`src/rtl/main_control_unit.sv`:
```
// Purpose     : RV32I main decoder, opcode -> registered datapath control bundle.
// Latency     : 1 cycle from opcode sample to outputs; 1 opcode per cycle.
// Backpressure: none; no stall input, upstream holds opcode to repeat a bundle.
//
// Ports:
//   clk       system clock, rising edge
//   rst       synchronous active-high reset; outputs become an all-zero NOP bundle
//   opcode    instruction bits [6:0]
//   RegWrite, MemRead, MemWrite, MemToReg, ALUSrc, Branch, Jump, Lui, Illegal
//             single-bit control strobes
//   ALUOp     2-bit ALU class: 00 add, 01 branch compare, 10 R-type, 11 I-type
module main_control_unit (
    input  logic       clk,
    input  logic       rst,
    input  logic [6:0] opcode,
    output logic       RegWrite,
    output logic       MemRead,
    output logic       MemWrite,
    output logic       MemToReg,
    output logic       ALUSrc,
    output logic       Branch,
    output logic [1:0] ALUOp,
    output logic       Jump,
    output logic       Lui,
    output logic       Illegal
);

    localparam logic [6:0] OP_RTYPE  = 7'b0110011;
    localparam logic [6:0] OP_ITYPE  = 7'b0010011;
    localparam logic [6:0] OP_LOAD   = 7'b0000011;
    localparam logic [6:0] OP_STORE  = 7'b0100011;
    localparam logic [6:0] OP_BRANCH = 7'b1100011;
    localparam logic [6:0] OP_JAL    = 7'b1101111;
    localparam logic [6:0] OP_LUI    = 7'b0110111;

    typedef struct packed {
        logic       alu_src;
        logic       mem_to_reg;
        logic       reg_write;
        logic       mem_read;
        logic       mem_write;
        logic       branch;
        logic [1:0] alu_op;
        logic       jump;
        logic       lui;
        logic       illegal;
    } ctrl_t;

    ctrl_t ctrl_nxt;
    ctrl_t ctrl_q;

    // Decode. Any opcode outside the table, including one carrying X/Z bits
    // (which matches no case item), falls to the default and flags Illegal
    // with every other strobe quiet, so an unknown instruction can never
    // write the register file or touch memory.
    always_comb begin
        ctrl_nxt = '0;
        case (opcode)
            OP_RTYPE: begin
                ctrl_nxt.reg_write = 1'b1;
                ctrl_nxt.alu_op    = 2'b10;
            end
            OP_ITYPE: begin
                ctrl_nxt.alu_src   = 1'b1;
                ctrl_nxt.reg_write = 1'b1;
                ctrl_nxt.alu_op    = 2'b11;
            end
            OP_LOAD: begin
                ctrl_nxt.alu_src    = 1'b1;
                ctrl_nxt.mem_to_reg = 1'b1;
                ctrl_nxt.reg_write  = 1'b1;
                ctrl_nxt.mem_read   = 1'b1;
            end
            OP_STORE: begin
                ctrl_nxt.alu_src   = 1'b1;
                ctrl_nxt.mem_write = 1'b1;
            end
            OP_BRANCH: begin
                ctrl_nxt.branch = 1'b1;
                ctrl_nxt.alu_op = 2'b01;
            end
            OP_JAL: begin
                ctrl_nxt.reg_write = 1'b1;
                ctrl_nxt.jump      = 1'b1;
            end
            OP_LUI: begin
                // Immediate goes through the ALU with operand A forced to zero.
                ctrl_nxt.alu_src   = 1'b1;
                ctrl_nxt.reg_write = 1'b1;
                ctrl_nxt.lui       = 1'b1;
            end
            default: begin
                ctrl_nxt.illegal = 1'b1;
            end
        endcase
    end

    // Reset wins over decode on the same edge, squashing the in-flight opcode
    // into a NOP bundle (Illegal also 0).
    always_ff @(posedge clk) begin
        if (rst) begin
            ctrl_q <= '0;
        end else begin
            ctrl_q <= ctrl_nxt;
        end
    end

    // Outputs come straight from the flops; no combinational opcode path.
    assign ALUSrc   = ctrl_q.alu_src;
    assign MemToReg = ctrl_q.mem_to_reg;
    assign RegWrite = ctrl_q.reg_write;
    assign MemRead  = ctrl_q.mem_read;
    assign MemWrite = ctrl_q.mem_write;
    assign Branch   = ctrl_q.branch;
    assign ALUOp    = ctrl_q.alu_op;
    assign Jump     = ctrl_q.jump;
    assign Lui      = ctrl_q.lui;
    assign Illegal  = ctrl_q.illegal;

endmodule

```
`config.mk`:
```
export PLATFORM = sky130hd
export DESIGN_NAME = main_control_unit
export DESIGN_NICKNAME = d
export VERILOG_FILES = /design/src/rtl/main_control_unit.sv
export SDC_FILE = /design/constraint.sdc
export NUM_CORES = 1
export LEC_CHECK = 0
export CAP_MARGIN = 20
export CORE_AREA = 2 2 39 41
export CTS_CLUSTER_DIAMETER = 40
export DETAILED_ROUTE_END_ITERATION = 7
export DIE_AREA = 0 0 41 43
export SYNTH_ARGS = -nofsm -noshare
export SYNTH_HDL_FRONTEND = slang
export SYNTH_SLANG_ARGS = --single-unit
```
`constraint.sdc`:
```
create_clock -name clk -period 1.15 [get_ports clk]
set_clock_uncertainty 0.15 [all_clocks]
set_input_delay 0.1725 -clock clk [delete_from_list [all_inputs] [get_ports clk]]
set_output_delay 0.1725 -clock clk [all_outputs]
set_load 0.02 [all_outputs]
```
==> results <==
[synth_stat cells]
library cell | number | area share
nor2_1 | 4 | 0.039
nand3b_1 | 1 | 0.019
a21oi_1 | 1 | 0.013
nand2b_1 | 1 | 0.016
or2_4 | 1 | 0.023
nand2_1 | 4 | 0.039
nor3b_2 | 1 | 0.032
nor4_1 | 3 | 0.049
nand3_1 | 1 | 0.013
dfxtp_1 | 10 | 0.52
nor3_1 | 3 | 0.039
or4_4 | 2 | 0.058
a2111oi_4 | 1 | 0.071
o21ba_2 | 1 | 0.026
xnor2_1 | 1 | 0.023
buf_4 | 1 | 0.019
[sequential cells by signal (all words and copies together), names as in the netlist]
register,cells
Branch,1
Lui,1
MemRead,1
MemWrite,1
ALUSrc,1
Illegal,1
ALUOp,2
RegWrite,1
Jump,1
[per-layer routing]
metal / vias to the layer above / global-route usage / part of all wire / routed length (um)
met1: 169 / 0.117 / 0.40 / 373
met2: 17 / 0.216 / 0.50 / 469
met3: 4 / 0.0157 / 0.085 / 80
met5: - / 0 / 0 / 0
met4: 0 / 0.120 / 0.021 / 20
li1: 203 / - / - / -
[how the worst max path moves through the flow]
stage / from / slack [ns] / endpoint
after CTS: opcode[2] / 0.004 / RegWrite
after global placement: opcode[2] / -0.51 / ALUOp[1]
after global routing: opcode[4] / 0.006 / RegWrite
after detailed placement: opcode[2] / -0.52 / RegWrite
final: opcode[4] / 0.03 / RegWrite
after floorplan: opcode[0] / 0.03 / ALUOp[1]
[logic make-up (layout without fill, tap and decap cells)]
| logic type | Yosys count | in the layout | synth area share |
|---|---|---|---|
| flops | 10 | 10 | 0.519 |
| simple gates | 21 | 21 | 0.328 |
| buf+inv | 1 | 37 | 0.0195 |
| xor+xnor | 1 | 1 | 0.0227 |
| compound gates | 3 | 3 | 0.110 |
[where the power goes]
part           internal [mW]  switching (mW)  leakage [nW]  total, mW
Sequential             0.351        0.000876        0.0810      0.351
Clock                  0.120           0.106        0.0138      0.227
Combinational         0.0641          0.0522         0.207      0.116
[area by class of cell]
| cell class | count | area, um^2 | area share |
|---|---|---|---|
| repair buffers | 34 | 238 | 0.357 |
| clock buffers | 3 | 22.5 | 0.0338 |
| multi-input cells | 25 | 185 | 0.278 |
| flip-flops and latches | 10 | 200 | 0.301 |
| well taps | 16 | 20.0 | 0.0301 |
[repair_timing]
action                     in CTS  in global routing
setup endpoints to repair      21                  8
gates resized for setup        53                  7
setup buffers                   3                  0
pin swaps                       6                  1
==> run metrics <==
Core Rows 14; Post-Synthesis Cells 36; Peak VDD IR 354 uV; Core Util, Final 0.481; CTS root buffer clkbuf_4; most frequent cells in the layout buf_4, buf_2, dfxtp_1; design area 666 um^2; CP Depth 4; Avg WL per Cell 10.7 um; vias 393; chip width 41 um; ANT cells 0; CP Cell Sequence clkdlybuf4s15_1, nand2_1, a2111oi_4, o21ba_2; Post-Syn Area per Cell around 11 um^2; RSZ-0062 raised after global routing false; Post-Route WL about 940 um; CTS tree done; hold path endpoint Lui; layout cells sized above 1 0.542; CP max stage cell a2111oi_4; DP Area 678 um^2; drt pass-1 iters 2; register area share after synthesis 0.519; required time of the critical path 1.21 ns; Max-cap violations 0; antenna violations before repair 0; fin crit share 0.971; WS Path Type in -> reg; CP startpoint kind input pin; Arrival @ worst endpoint 1.17 ns; Finished Layout Cells between 80 and 90; Die Area 1760 um^2; Hold Crit Start opcode[5]; final hold violation count 0; IO Pins 20; first-pass GRT wire length 1460 um; final setup vio count 0; clock-pin transition on the worst setup and hold timing paths ~0.060 ns; outcome finished, final reports clean; DP HPWL 718 um; total power 0.694 mW; Yosys warnings 0; drc violations 0; Worst Tran Pin Value 0.282 ns; Pleak 0.302 nW; hold path cells 3; fillcell total ~150; GRT Overall Usage 0.127; DRT iter0 DRCs 1; Via-to-Cell Ratio between 4 and 5; Post-DRT Antenna Nets 0; die height 43 um; crit-path max FO 6; placed cells 82; minimum clock period 1.12 ns; Synth Register Bits 10; dpl ws -0.524 ns; min setup slack post-route between 0.03 and 0.04 ns; pwr dens between 1000 and 1500 nW/um^2; delay-heaviest family, CP compound AO/OA/AOI/OAI gates; Netlist cell types 16; Layout area overhead 72.7%; final net count 83; CTS buffer count 3; global placement routability congestion 0.732; PortBufs 19; CP Buf/Inv Count 1; CTS Buffer Depth 2; critical path endpoint category register; worst min-delay path class in -> reg; fmax 896 MHz; largest net degree at the start of global routing 7; Clock Sinks 10; Worst path max stage delay 0.39 ns; Syn Nets 45; gr ovfl total 0; fin. max-slew vios 0; Netlist Area Pre-Place 385 um^2; Core Region 1380 um^2; Relative slew margins 0.812; Post-CTS Hold Fix Bufs 0; number of global-route vias before repair roughly 400; htree depth 1; hold_ws slightly below 0.05 ns; most common cell after layout, fill and taps aside buf_4; Initial Util 0.278; setup TNS 0 ns
Note: power is estimated with default switching activity, not from simulation.
